File: src/rtl/spi_regs_pkg.sv
// Shared register map and frame layout for the SPI control-register slave.
// Also used by the pwm_peripheral tests to address the same registers.
package spi_regs_pkg;

    localparam int   ADDR_EN_OUT_LO = 0;
    localparam int   ADDR_EN_OUT_HI = 1;
    localparam int   ADDR_EN_PWM_LO = 2;
    localparam int   ADDR_EN_PWM_HI = 3;
    localparam int   ADDR_DUTY      = 4;
    localparam int   NUM_REGS       = 5;
    localparam int   FRAME_BITS     = 16;
    localparam logic RW_WRITE       = 1'b1;

    function automatic logic frame_rw(input logic [15:0] frame);
        return frame[15];
    endfunction

    function automatic logic [6:0] frame_addr(input logic [15:0] frame);
        return frame[14:8];
    endfunction

    function automatic logic [7:0] frame_data(input logic [15:0] frame);
        return frame[7:0];
    endfunction

endpackage

File: src/rtl/sync_edge_det.sv
// Multi-flop synchroniser for one asynchronous input, with a history flop
// that yields single-clock rise/fall pulses aligned to the synced level.
module sync_edge_det #(
    parameter int   SYNC_STAGES = 2,
    parameter logic RESET_VAL   = 1'b0
) (
    input  logic clk,
    input  logic rst_n,
    input  logic din,
    output logic sync,
    output logic rise,
    output logic fall
);

    logic [SYNC_STAGES-1:0] sync_r;
    logic                   hist_r;

    // Synchroniser chain plus one history stage for edge detection
    always_ff @(posedge clk or negedge rst_n) begin
        if (!rst_n) begin
            sync_r <= {SYNC_STAGES{RESET_VAL}};
            hist_r <= RESET_VAL;
        end else begin
            sync_r <= {sync_r[SYNC_STAGES-2:0], din};
            hist_r <= sync_r[SYNC_STAGES-1];
        end
    end

    assign sync = sync_r[SYNC_STAGES-1];
    assign rise = sync_r[SYNC_STAGES-1] & ~hist_r;
    assign fall = ~sync_r[SYNC_STAGES-1] & hist_r;

endmodule

File: src/rtl/spi_peripheral.sv
// Write-only SPI (mode 0, MSB first) register slave: 16-bit frames
// {rw, addr[6:0], data[7:0]} update one of five 8-bit control registers.
module spi_peripheral
    import spi_regs_pkg::*;
#(
    parameter int SYNC_STAGES = 2,
    parameter int MAX_ADDR    = 4
) (
    input  logic       clk,
    input  logic       rst_n,
    input  logic       sclk,
    input  logic       copi,
    input  logic       ncs,
    output logic [7:0] en_reg_out_7_0,
    output logic [7:0] en_reg_out_15_8,
    output logic [7:0] en_reg_pwm_7_0,
    output logic [7:0] en_reg_pwm_15_8,
    output logic [7:0] pwm_duty_cycle,
    output logic       wr_strobe
);

    logic sclk_sync_s, sclk_rise_s, sclk_fall_s;
    logic copi_sync_s, copi_rise_s, copi_fall_s;
    logic ncs_sync_s,  ncs_rise_s,  ncs_fall_s;

    sync_edge_det #(.SYNC_STAGES(SYNC_STAGES), .RESET_VAL(1'b0)) u_sync_sclk (
        .clk(clk), .rst_n(rst_n), .din(sclk),
        .sync(sclk_sync_s), .rise(sclk_rise_s), .fall(sclk_fall_s)
    );

    sync_edge_det #(.SYNC_STAGES(SYNC_STAGES), .RESET_VAL(1'b0)) u_sync_copi (
        .clk(clk), .rst_n(rst_n), .din(copi),
        .sync(copi_sync_s), .rise(copi_rise_s), .fall(copi_fall_s)
    );

    sync_edge_det #(.SYNC_STAGES(SYNC_STAGES), .RESET_VAL(1'b1)) u_sync_ncs (
        .clk(clk), .rst_n(rst_n), .din(ncs),
        .sync(ncs_sync_s), .rise(ncs_rise_s), .fall(ncs_fall_s)
    );

    logic [15:0]          shift_r,  shift_nxt_s;
    logic [4:0]           count_r,  count_nxt_s;
    logic                 ovf_r,    ovf_nxt_s;
    logic [4:0][7:0]      regs_r,   regs_nxt_s;
    logic                 strobe_r, strobe_nxt_s;
    logic [6:0]           addr_s;
    logic                 addr_ok_s;
    logic                 commit_s;

    assign addr_s    = frame_addr(shift_r);
    assign addr_ok_s = (addr_s <= 7'(MAX_ADDR)) && (addr_s < 7'(NUM_REGS));
    assign commit_s  = (count_r == 5'(FRAME_BITS)) && !ovf_r &&
                       (frame_rw(shift_r) == RW_WRITE) && addr_ok_s;

    // Frame state, register commit and strobe; ncs rise takes priority over a coincident sclk rise
    always_comb begin
        shift_nxt_s  = shift_r;
        count_nxt_s  = count_r;
        ovf_nxt_s    = ovf_r;
        regs_nxt_s   = regs_r;
        strobe_nxt_s = 1'b0;
        if (ncs_rise_s) begin
            if (commit_s) begin
                regs_nxt_s[addr_s[2:0]] = frame_data(shift_r);
                strobe_nxt_s            = 1'b1;
            end else begin
                strobe_nxt_s = 1'b0;
            end
        end else if (ncs_fall_s) begin
            count_nxt_s = 5'd0;
            ovf_nxt_s   = 1'b0;
        end else if (sclk_rise_s && !ncs_sync_s) begin
            if (count_r >= 5'(FRAME_BITS)) begin
                ovf_nxt_s = 1'b1;
            end else begin
                shift_nxt_s = {shift_r[14:0], copi_sync_s};
                count_nxt_s = count_r + 5'd1;
            end
        end else begin
            strobe_nxt_s = 1'b0;
        end
    end

    // State and output registers
    always_ff @(posedge clk or negedge rst_n) begin
        if (!rst_n) begin
            shift_r  <= 16'h0000;
            count_r  <= 5'd0;
            ovf_r    <= 1'b0;
            regs_r   <= '0;
            strobe_r <= 1'b0;
        end else begin
            shift_r  <= shift_nxt_s;
            count_r  <= count_nxt_s;
            ovf_r    <= ovf_nxt_s;
            regs_r   <= regs_nxt_s;
            strobe_r <= strobe_nxt_s;
        end
    end

    assign en_reg_out_7_0  = regs_r[ADDR_EN_OUT_LO];
    assign en_reg_out_15_8 = regs_r[ADDR_EN_OUT_HI];
    assign en_reg_pwm_7_0  = regs_r[ADDR_EN_PWM_LO];
    assign en_reg_pwm_15_8 = regs_r[ADDR_EN_PWM_HI];
    assign pwm_duty_cycle  = regs_r[ADDR_DUTY];
    assign wr_strobe       = strobe_r;

endmodule
File: config.mk
export PLATFORM = sky130hd
export DESIGN_NAME = spi_peripheral
export DESIGN_NICKNAME = d
export VERILOG_FILES = /design/src/rtl/spi_regs_pkg.sv /design/src/rtl/sync_edge_det.sv /design/src/rtl/spi_peripheral.sv
export SDC_FILE = /design/constraint.sdc
export NUM_CORES = 1
export LEC_CHECK = 0
export ABC_AREA = 1
export CAP_MARGIN = 20
export CORE_ASPECT_RATIO = 0.8
export CORE_MARGIN = 5
export CORE_UTILIZATION = 53
export CTS_CLUSTER_SIZE = 20
export DETAILED_ROUTE_END_ITERATION = 10
export PLACE_DENSITY = 0.84
export SYNTH_ARGS = -nofsm -noshare
export SYNTH_HDL_FRONTEND = slang
export SYNTH_HIERARCHICAL = 1
export SYNTH_SLANG_ARGS = --single-unit
File: constraint.sdc
create_clock -name clk -period 1.95 [get_ports clk]
set_input_delay 0.2925 -clock clk [delete_from_list [all_inputs] [get_ports clk]]
set_output_delay 0.2925 -clock clk [all_outputs]
set_load 0.005 [all_outputs]
Word level (Yosys, flattened, before mapping)

Index checks and enable logic that the tools add are counted.

Order comparisons: 5
Eq/ne operators: 2
Mux-type cells: 11
Bitwise operators: 9
Add/subtract/negate cells: 1
Reduce and logical (&&, ||, !) cells: 14

Operator list:

| cell                                                                                 | count |
|---|---|
| 40-bit bitwise mux                                                                   | 1 |
| 8-bit demux with 3-bit select                                                        | 1 |
| 5-bit two-way mux                                                                    | 3 |
| 8-bit two-way mux                                                                    | 1 |
| 7-bit by 3-bit less-or-equal comparator with 1-bit output (second input constant)    | 1 |
| 7-bit by 3-bit < comparator with 1-bit output (second input constant)                | 1 |
| 1-bit logical AND                                                                    | 6 |
| 1-bit inverter                                                                       | 6 |
| 3-bit AND reduction                                                                  | 2 |
| 5-bit by 1-bit adder with 5-bit output (second input constant)                       | 1 |
| 5-bit equality test (second input constant)                                          | 1 |
| 5-bit greater-or-equal comparator (second input constant)                            | 1 |
| 1-bit two-way mux                                                                    | 5 |
| 3-bit by 4-bit < comparator with 1-bit output (second input constant)                | 1 |
| 4-bit AND reduction                                                                  | 1 |
| 2-bit nonzero test                                                                   | 2 |
| 1-bit bitwise AND                                                                    | 3 |
| 3-bit by 1-bit greater-or-equal comparator with 1-bit output (second input constant) | 1 |
| 1-bit logical NOT                                                                    | 2 |
| 2-bit != test (second input constant)                                                | 1 |
| 2-bit AND reduction                                                                  | 1 |

Bits in registers: 71
Word-level logic and storage cells: 56

Longest topological paths before layout

Gate-level depths: netlist of the first run.

Word-level depth: 6
Mapped depth: 9

Modules after synthesis

The synthesis of the first run kept the hierarchy.

By module, submodules not included:

| module                          | area each (um^2) | cells each | instances | sequential area each (um^2) |
|---|---|---|---|---|
| spi_peripheral                  | 2781.4           | 302        | 1         | 1576.5 |
| sync_edge_det (u_sync_copi ...) | 90.1             | 7          | 2         | 75.1 |
| sync_edge_det (u_sync_ncs)      | 93.8             | 7          | 1         | 78.8 |

Least setup slack after synthesis of the first run

Ideal clock, no wire load.

Kind: reg2reg
From: register u_sync_ncs.sync_r[1]
To: register regs_r, in the netlist en_reg_out_7_0[0]
Arrival: 1.501 ns
Setup slack: 0.331 ns
Data required time: 1.833 ns
Setup time: 0.117 ns
Stages on the path, launching flop included: 8
Cell sequence: dfstp_2 -> inv_1 -> nor2_1 -> nand3_1 -> nor2_8 -> nand3_2 -> nand2_1 -> nand2_1

Word-level cells in the longest chain between the ends: 2

RTL lines:

| item                                 | RTL line             | RTL |
|---|---|---|
| start, declared                      | sync_edge_det.sv:15  | `logic [SYNC_STAGES-1:0] sync_r;` |
| start signal, assigned               | sync_edge_det.sv:21  | `sync_r <= {SYNC_STAGES{RESET_VAL}};` |
| start signal, assigned               | sync_edge_det.sv:24  | `sync_r <= {sync_r[SYNC_STAGES-2:0], din};` |
| 1-bit bitwise AND                    | sync_edge_det.sv:30  | `assign rise = sync_r[SYNC_STAGES-1] & ~hist_r;` |
| named net ncs_rise_s                 | spi_peripheral.sv:24 | `logic ncs_sync_s, ncs_rise_s, ncs_fall_s;` |
| 2-bit AND reduction (no source line) | -                    |  |
| end signal, assigned                 | spi_peripheral.sv:96 | `regs_r <= regs_nxt_s;` |
| end, declared                        | spi_peripheral.sv:44 | `logic [4:0][7:0] regs_r, regs_nxt_s;` |

The timed path passes the listed nets, and every way through them passes these cells.
A chain may end at the register's enable or synchronous reset.

Worst setup path after layout of the first run

From: register u_sync_ncs.sync_r[1]
To: register regs_r, in the netlist en_reg_out_15_8[0]

The elaborated chain is that of the path after synthesis.

==> impl_metrics.py, run 1 <==
metrics = {
    "route": {
        "via_count": 2373,
        "post-route-drc-count": 0,
        "drt_iter0_drc": 170,
        "drtPass1Iterations": 4,
        "wl_per_cell_um": 14.1,
        "ant_nets": 0,
        "drt_wl_total_um": 6350,
        "viasPerCell": 5.26,
    },
    "setup_path": {
        "slowest_delay_ns": 0.55,
        "critPathArrivalTime_ns": 1.99,
        "ff2ff_setup_slack_ns": 0.18,
        "cp_slowest_cell": "dfstp_2",
        "cp_data_required_time_ns": 2.17,
        "path_max_fanout": 24,
        "endpoint_kind": "flop",
        "crit_chain": "inv_1, nor2_1, nand3_1, nor2_8, nand3_2, nand2_1, nand2_1",
        "cp-start-kind": "flop",
        "path_common_cell": "nand2_1",
        "critical_path_class": "reg -> reg",
    },
    "cts": {
        "cts_buffers": 9,
        "post_cts_resized": 0,
        "root_buffer": "clkbuf_8",
        "cts_sinks": 71,
        "clock_path_buffers": 2,
        "cts_tree": "done",
        "clock_latency_ns": 0.34,
        "htree_levels": 3,
        "clkTransAtPathRegs_ns": 0.07,
    },
    "sta": {
        "rsz0062_at_grt": "false",
        "slew_viol_final": 0,
        "hold_viol_final": 0,
        "tightest_slew_ns": 0.394,
        "relSlewSlack_pct": 73.7,
        "setup_viol": 0,
        "period_share_pct": 90.5,
        "fmax_mhz": 566,
        "setup-tns-final_ns": 0,
        "fin_skew_ns": 0.00739,
        "period_needed_ns": 1.77,
    },
    "finish": {
        "layout-drive-gt1-share_pct": 12.1,
        "antenna_cells": 0,
        "final_cell_mix": "126 x nand2_1, 68 x dfrtp_1, 44 x clkdlybuf4s50_1",
        "fin_nets": 375,
        "syn_to_final_growth_pct": 25.2,
        "layout_commonest_cell": "nand2_1",
        "post_layout_nonfiller_instances": 451,
    },
    "floorplanning": {
        "initial_core_util_pct": 55.0,
        "die_x_um": 94.2,
        "die_y_um": 77.4,
        "core.rowCount": 24,
        "core_um2": 5470,
        "ioPinCount": 46,
        "design.die.area_um2": 7290,
    },
    "grt": {
        "met1_usage_pct": 27.9,
        "grt_pass1_wl_um": 10900,
        "grt_pass1_vias": 2243,
        "met2_usage_pct": 28.5,
        "gr-max-usage-layer": "met2",
        "grt_max_degree": 72,
        "grt.total_usage_pct": 19.2,
        "overflow": 0,
        "use_met3_pct": 6.67,
        "antenna_found_initial": 0,
    },
    "power_and_ir_drop": {
        "vdd_drop_max_uv": 575,
        "powerDensity_nw_per_um2": 792,
        "p_leak_nw": 1.84,
    },
    "place": {
        "gp_congestion": 0.804,
        "placed_cells_incl_taps": 434,
        "portBuffers": 45,
        "hpwl_um": 4340,
    },
    "synthesis": {
        "yosys_warnings": 6,
        "synthesis.area_um2": 3010,
        "syn_nets": 323,
        "syn_inst": 316,
        "syn_avg_cell_area_um2": 9.52,
    },
    "hold_path": {
        "hold_class": "reg -> reg",
    },
    "job": {
        "cap_violations": 0,
    },
    "run_status": {
        "outcome": "completed",
    },
}
==> where the power goes <==
part	internal [mW]	total, mW	switching (mW)
Clock	0.618	1.15	0.529
Combinational	0.0674	0.186	0.118
Sequential	1.54	1.65	0.114
==> final timing paths <==
kind | startpoint | to | cells past startpoint
max reg2reg | u_sync_ncs/sync_r[1]$_DFF_PN1_ | en_reg_out_15_8[0]$_DFFE_PN0P_ | 7
min in group asynchronous | rst_n | ovf_r$_DFFE_PN0P_ | 3
min | u_sync_sclk/sync_r[0]$_DFF_PN0_ | u_sync_sclk/sync_r[1]$_DFF_PN0_ | 0
max in group asynchronous | rst_n | u_sync_ncs/sync_r[1]$_DFF_PN1_ | 3
min reg2reg | u_sync_sclk/sync_r[0]$_DFF_PN0_ | u_sync_sclk/sync_r[1]$_DFF_PN0_ | 0
max | u_sync_ncs/sync_r[1]$_DFF_PN1_ | en_reg_out_15_8[0]$_DFFE_PN0P_ | 7
==> state kept, by name (all words and copies together), names as in the netlist <==
register / flops
en_reg_out_7_0: 8
en_reg_pwm_7_0: 8
shift_r: 16
u_sync_sclk/hist_r: 1
pwm_duty_cycle: 8
u_sync_ncs/hist_r: 1
ovf_r: 1
wr_strobe: 1
u_sync_copi/sync_r: 2
en_reg_out_15_8: 8
u_sync_ncs/sync_r: 2
en_reg_pwm_15_8: 8
u_sync_sclk/sync_r: 2
count_r: 5
==> routing by layer <==
metal | vias to the layer above | routed length, um
li1 | 1156 | -
met1 | 1137 | 2810
met2 | 77 | 3060
met3 | 3 | 463
met4 | 0 | 14
met5 | - | 0
==> layout make-up <==
class	instances	area [um2]
Sequential cell	71	1780
Inverter	16	60.1
Timing Repair Buffer	55	548
Multi-Input combinational cell	215	1080
Clock inverter	6	60.1
Clock buffer	10	138
Tap cell	78	97.6
Fill cell	432	1700
==> worst max-delay path, delay by kind of cell (launching register included) <==
kind	cells	cell delay (ns)
simple gates	6	1.06
flops	1	0.55
buf+inv	1	0.04
==> per-stage QoR <==
step                total power [mW]  hold WS (ns)  instance area, um2  setup slack [ns]  util (%)
global route                    3.13         0.342                3770            0.0129      68.9
finish                          2.98         0.347                3770             0.184      68.9
global placement                1.84         0.335                3560             0.215      65.1
floorplan                       1.74      -0.00309                3010             0.331         -
CTS                             3.01         0.345                3770             0.143      68.9
detailed placement              1.86         0.337                3560             0.167      65.1
==> repair_timing <==
item | CTS | global route
setup buffers | 0 | 0
hold buffers | 1 | 0
setup endpoints to repair | 0 | 1
hold endpoints to repair | 68 | 0
(Power assumes the default switching activity.)
==> inputs of run 2 (changes only) <==
Settings changed: CORE_UTILIZATION 53 to 48, GPL_TIMING_DRIVEN from default to 0, PLACE_DENSITY 0.84 to 0.81.
Clock period 1.95 ns to 1.5 ns, I/O delays scaled along.
==> impl_metrics.py, run 2 (synthesized netlist as in run 1, its figures left out) <==
metrics = {
    "finish": {
        "fin_nets": 407,
        "final_area_um2": 4280,
        "largest_register_ffs": 16,
        "antenna_cells": 0,
        "fill_cells": 438,
        "max_flop_register": "shift_r",
        "layout_commonest_cell": "nand2_1",
        "syn_to_final_growth_pct": 42.3,
        "final_cell_mix": "105 x nand2_1, 68 x dfrtp_1, 41 x nand4_1",
        "layout-drive-gt1-share_pct": 25.9,
    },
    "sta": {
        "setup-tns-final_ns": -2.67,
        "period_needed_ns": 1.62,
        "whs_ns": -0.0189,
        "hold_viol_final": 45,
        "relSlewSlack_pct": 42.8,
        "fin_ws_ns": -0.122,
        "rsz0062_at_grt": "true",
        "setup_viol": 50,
        "fmax_mhz": 617,
        "tightest_slew_ns": 0.858,
        "fin_skew_ns": 0.00870,
        "period_share_pct": 108,
        "slew_viol_final": 0,
    },
    "cts": {
        "clkTransAtPathRegs_ns": 0.08,
        "clock_latency_ns": 0.36,
        "cts_sinks": 71,
        "root_buffer": "clkbuf_8",
        "cts_buffers": 9,
        "cts_tree": "done",
        "htree_levels": 3,
        "clock_path_buffers": 2,
    },
    "hold_path": {
        "hold_class": "in -> async",
    },
    "grt": {
        "grt.total_usage_pct": 19.1,
        "grt_max_degree": 72,
        "overflow": 0,
        "grt_pass1_vias": 2439,
        "grt_pass1_wl_um": 11800,
        "antenna_found_initial": 0,
    },
    "place": {
        "placed_cell_area_um2": 3560,
        "portBuffers": 45,
        "hpwl_um": 4500,
        "gp_congestion": 0.816,
    },
    "power_and_ir_drop": {
        "finalPower_mw": 4.20,
        "powerDensity_nw_per_um2": 980,
        "p_leak_nw": 2.26,
        "vdd_drop_max_uv": 727,
    },
    "route": {
        "ant_nets": 0,
        "wl_per_cell_um": 16.2,
        "drt_wl_total_um": 7870,
        "drtPass1Iterations": 7,
        "via_count": 2671,
        "viasPerCell": 5.50,
        "drt_iter0_drc": 260,
        "post-route-drc-count": 0,
    },
    "setup_path": {
        "r2r_cells": 5,
        "slowest_delay_ns": 0.57,
        "cp_slowest_cell": "nor3_2",
        "path_max_fanout": 9,
        "cp_data_required_time_ns": 1.75,
        "critPathArrivalTime_ns": 1.87,
        "path_common_cell": "nand2_1",
        "endpoint_kind": "flop",
        "cp-start-kind": "flop",
        "crit_chain": "buf_4, nor3_2, nand3_4, nand2_1, nand2_1",
        "critical_path_class": "reg -> reg",
    },
    "floorplanning": {
        "core_um2": 6010,
        "ioPinCount": 46,
        "design.die.area_um2": 7960,
        "initial_core_util_pct": 50.1,
        "die_y_um": 80.8,
        "core.rowCount": 25,
        "die_x_um": 98.5,
    },
    "run_status": {
        "outcome": "finished with violations",
        "violations": "hold timing, setup timing",
    },
    "job": {
        "cap_violations": 0,
    },
}
==> run 2: layout make-up <==
class	count	area, um2	share of cell area [%]
inverter	16	60.1	1.40
clock inverter	7	96.3	2.25
multi-input combinational	216	1210	28.4
buffer	14	161	3.77
sequential	71	1780	41.6
tap	81	101	2.37
clock buffer	9	124	2.89
timing repair buffer	72	742	17.3
==> run 2: path summary, 6_finish.rpt <==
kind	start	end	slack (ns)
worst max-delay path	shift_r[8]$_DFFE_PN0P_	en_reg_out_7_0[7]$_DFFE_PN0P_	-0.12
worst min-delay path	rst_n	u_sync_sclk/sync_r[0]$_DFF_PN0_	-0.02
worst max register to register	shift_r[8]$_DFFE_PN0P_	en_reg_out_7_0[7]$_DFFE_PN0P_	-0.12
worst min register to register	u_sync_sclk/sync_r[0]$_DFF_PN0_	u_sync_sclk/sync_r[1]$_DFF_PN0_	0.35
max in group asynchronous	rst_n	pwm_duty_cycle[3]$_DFFE_PN0P_	0.97
min in group clk	ncs	u_sync_ncs/sync_r[0]$_DFF_PN1_	0.26
==> run 2: layer usage <==
layer	vias to the layer above	track usage (%)	routed length [um]	part of all wire, %
met4	0	6.41	223	2.8
met1	1284	24.7	3160	40
met2	117	30.9	3900	50
li1	1233	-	-	-
met3	37	5.92	577	7.3
met5	-	0	0	0
==> run 2: report_power, final <==
part           switching, mW  internal, mW  total, mW
Clock                  0.749         0.937       1.69
Sequential             0.155          1.99       2.15
Combinational          0.202         0.158      0.360
Total                   1.11          3.09       4.20
==> run 2: critical path, delay by kind of cell, from the launching register on <==
family                 cells  cell delay [ns]
buffers and inverters      1             0.16
flip-flops                 1             0.37
AND/OR/NAND/NOR            4             0.98
==> run 2: per-stage QoR <==
stage	worst slack [ns]	util [%]	std cells
finish	-0.122	71.3	486
global route	-0.202	71.3	486
CTS	-0.0655	64.8	464
detailed placement	-0.217	59.4	442
global placement	-2.11	59.4	442
floorplan	0.0140	-	316
==> run 2: repair_timing <==
action	CTS	global route
gates cloned	1	5
pin swaps	4	11
resized for setup	16	69
setup buffers	5	18
endpoints found under the setup margin	57	70
hold buffers	0	0
==> inputs of run 3 (changes only) <==
--- a/config.mk
+++ b/config.mk
@@ -13,8 +13,8 @@
 export CTS_CLUSTER_SIZE = 20
 export DETAILED_ROUTE_END_ITERATION = 10
+export GPL_ROUTABILITY_DRIVEN = 0
 export GPL_TIMING_DRIVEN = 0
 export PLACE_DENSITY = 0.81
 export SYNTH_ARGS = -nofsm -noshare
 export SYNTH_HDL_FRONTEND = slang
-export SYNTH_HIERARCHICAL = 1
 export SYNTH_SLANG_ARGS = --single-unit
==> constraint.sdc (replaced) <==
create_clock -name clk -period 1.5 [get_ports clk]
set_input_delay 0.3 -clock clk [delete_from_list [all_inputs] [get_ports clk]]
set_output_delay 0.3 -clock clk [all_outputs]
set_load 0.005 [all_outputs]
==> impl_metrics.py, run 3 <==
metrics = {
    "sta": {
        "period_share_pct": 99.7,
        "setup_viol": 0,
        "hold_viol_final": 0,
        "tightest_slew_ns": 0.871,
        "fin_skew_ns": 0.00848,
        "fmax_mhz": 668,
        "slew_viol_final": 0,
        "rsz0062_at_grt": "true",
        "period_needed_ns": 1.50,
        "relSlewSlack_pct": 41.9,
    },
    "synthesis": {
        "post-synth-top-area-fraction_pct": 55.0,
        "synth_seq_cells": 71,
        "yosysMostFrequentCell": "nand2_1",
        "synth_area_leaders": "dfrtp_1 55%, nand2_1 15%, nand4_1 8.1%",
        "syn_inst": 306,
        "syn_nets": 313,
        "synth_top_area_cell": "dfrtp_1",
        "async_reset_ff_share_pct": 100,
        "syn_avg_cell_area_um2": 10.1,
        "synth_commonest_cells": "127 x nand2_1, 68 x dfrtp_1, 40 x nand4_1, 10 x buf_6, 8 x o21ai_1",
        "synth_cell_type_count": 27,
        "ys_seq_area_share_pct": 57.6,
        "synth_edf_count": 0,
        "synthesis.area_um2": 3090,
        "synth_ff_type": "dfrtp_1",
        "yosys_warnings": 0,
    },
    "setup_path": {
        "r2r_cells": 10,
        "crit_chain": "inv_2, ha_4, nand2_2, inv_2, nand2_4, nor2_8, buf_12, nand3_4, nand2_2, nand2_1",
        "crit_start": "count_r[0]$_DFFE_PN0P_",
        "path_max_fanout": 8,
        "ff2ff_setup_slack_ns": 0.004,
        "reg2reg_to": "en_reg_pwm_15_8[5]$_DFFE_PN0P_",
        "critical_path_class": "reg -> reg",
        "crit_end": "en_reg_pwm_15_8[5]$_DFFE_PN0P_",
        "cp_slowest_cell": "dfrtp_1",
        "endpoint_kind": "flop",
        "rr_startpoint": "count_r[0]$_DFFE_PN0P_",
        "cp-start-kind": "flop",
        "cp_data_required_time_ns": 1.74,
        "critPathArrivalTime_ns": 1.73,
        "slowest_delay_ns": 0.41,
    },
    "place": {
        "portBuffers": 45,
        "placed_cell_area_um2": 3640,
        "hpwl_um": 4440,
    },
    "finish": {
        "layout-drive-gt1-share_pct": 26.6,
        "largest_register_ffs": 16,
        "utilization_pct": 66.1,
        "antenna_cells": 0,
        "final_area_um2": 4170,
        "layout_commonest_cell": "nand2_1",
        "fin_nets": 397,
        "max_flop_register": "shift_r",
        "final_cell_mix": "111 x nand2_1, 68 x dfrtp_1, 40 x nand4_1",
        "syn_to_final_growth_pct": 34.9,
    },
    "power_and_ir_drop": {
        "powerDensity_nw_per_um2": 960,
        "vdd_drop_max_uv": 590,
        "p_leak_nw": 2.34,
    },
    "floorplanning": {
        "design.die.area_um2": 8160,
        "die_y_um": 81.8,
        "core_um2": 6310,
        "initial_core_util_pct": 49.0,
        "ioPinCount": 46,
        "core.rowCount": 26,
        "die_x_um": 99.7,
    },
    "cts": {
        "clkTransAtPathRegs_ns": 0.08,
        "postCtsHoldBufs": 0,
        "clock_latency_ns": 0.34,
        "cts_tree": "done",
        "htree_levels": 3,
        "cts_buffers": 9,
        "root_buffer": "clkbuf_8",
        "cts_sinks": 71,
        "clock_path_buffers": 2,
    },
    "route": {
        "post-route-drc-count": 0,
        "viasPerCell": 5.16,
        "ant_nets": 0,
        "via_count": 2471,
        "drt_iter0_drc": 183,
        "drt_wl_total_um": 6900,
        "drtPass1Iterations": 4,
        "wl_per_cell_um": 14.4,
    },
    "grt": {
        "grt.total_usage_pct": 18.1,
        "grt_pass1_wl_um": 11400,
        "antenna_found_initial": 0,
        "grt_pass1_vias": 2379,
        "grt_max_degree": 72,
        "overflow": 0,
    },
    "run_status": {
        "outcome": "completed",
    },
    "hold_path": {
        "hold_class": "in -> async",
    },
    "job": {
        "cap_violations": 0,
    },
}
-- run 3: routing by layer --
| layer | track usage [%] | routed length (um) | share of wire [%] | up-vias |
|---|---|---|---|---|
| met5 | 0 | 0 | 0 | - |
| met4 | 4.91 | 85 | 1.2 | 0 |
| met3 | 5.94 | 477 | 6.9 | 12 |
| met2 | 29.4 | 3360 | 49 | 89 |
| met1 | 23.6 | 2970 | 43 | 1181 |
| li1 | - | - | - | 1189 |
-- run 3: kinds of logic (layout without fill, tap and decap cells) --
logic type,Yosys count,after routing,share of synthesized area (%)
buffers and inverters,25,114,5.87
xor gates and xnor gates,2,2,0.567
and+or+nand+nor,196,196,33.5
DFF,71,71,57.6
adders and majority gates,2,2,0.809
AOI/OAI and AO/OA,10,10,1.66
-- run 3: final cells by class --
| class | instances | area, um2 |
|---|---|---|
| multi-input cells | 210 | 1190 |
| repair buffers | 73 | 672 |
| fillers | 499 | 2140 |
| clock inverters | 5 | 81.3 |
| plain buffers | 14 | 151 |
| clock buffers | 11 | 141 |
| inverters | 11 | 43.8 |
| flip-flops and latches | 71 | 1780 |
| well taps | 84 | 105 |
-- run 3: how the worst min path moves through the flow --
stage,slack [ns],start,end,cells after the start
floorplan,0.004,rst_n,count_r[0]$_DFFE_PN0P_,0
global placement,0.33,u_sync_sclk.sync_r[0]$_DFF_PN0_,u_sync_sclk.sync_r[1]$_DFF_PN0_,0
detailed placement,0.34,u_sync_copi.sync_r[0]$_DFF_PN0_,u_sync_copi.sync_r[1]$_DFF_PN0_,0
CTS,0.11,rst_n,en_reg_out_7_0[2]$_DFFE_PN0P_,1
global route,0.15,rst_n,pwm_duty_cycle[7]$_DFFE_PN0P_,1
finish,0.07,rst_n,en_reg_out_7_0[1]$_DFFE_PN0P_,1
-- run 3: through the flow --
| stage | setup TNS (ns) | std cells | hold WS [ns] | power [mW] | setup slack [ns] |
|---|---|---|---|---|---|
| final | 0 | 479 | 0.0669 | 4.00 | 0.00389 |
| after global routing | -2.47 | 479 | 0.150 | 4.16 | -0.106 |
| after CTS | 0 | 472 | 0.107 | 3.99 | 0.00211 |
| after detailed placement | -2.10 | 435 | 0.336 | 2.32 | -0.0821 |
| after global placement | -152.41 | 435 | 0.333 | 2.31 | -2.17 |
| after floorplan | 0 | 306 | 0.00441 | 2.19 | 0.107 |
-- run 3: repair_timing --
action                                  4_1_cts  5_1_grt
pin swaps                                     2       12
gates resized for setup                      35       35
endpoints found under the setup margin       87       66
cloned                                        0        1
buffers inserted                             21        6
-- run 3: report_power, final --
| group | switching, mW | internal [mW] |
|---|---|---|
| Clock | 0.708 | 0.982 |
| Sequential | 0.137 | 1.98 |
| Combinational | 0.126 | 0.0705 |
-- run 3: critical path: cells and delay by family (launching register included) --
kind / cells / cell delay [ns]
flip-flops: 1 / 0.41
AND/OR/NAND/NOR: 6 / 0.53
buffers and inverters: 3 / 0.33
adder cells (fa/ha/maj): 1 / 0.13
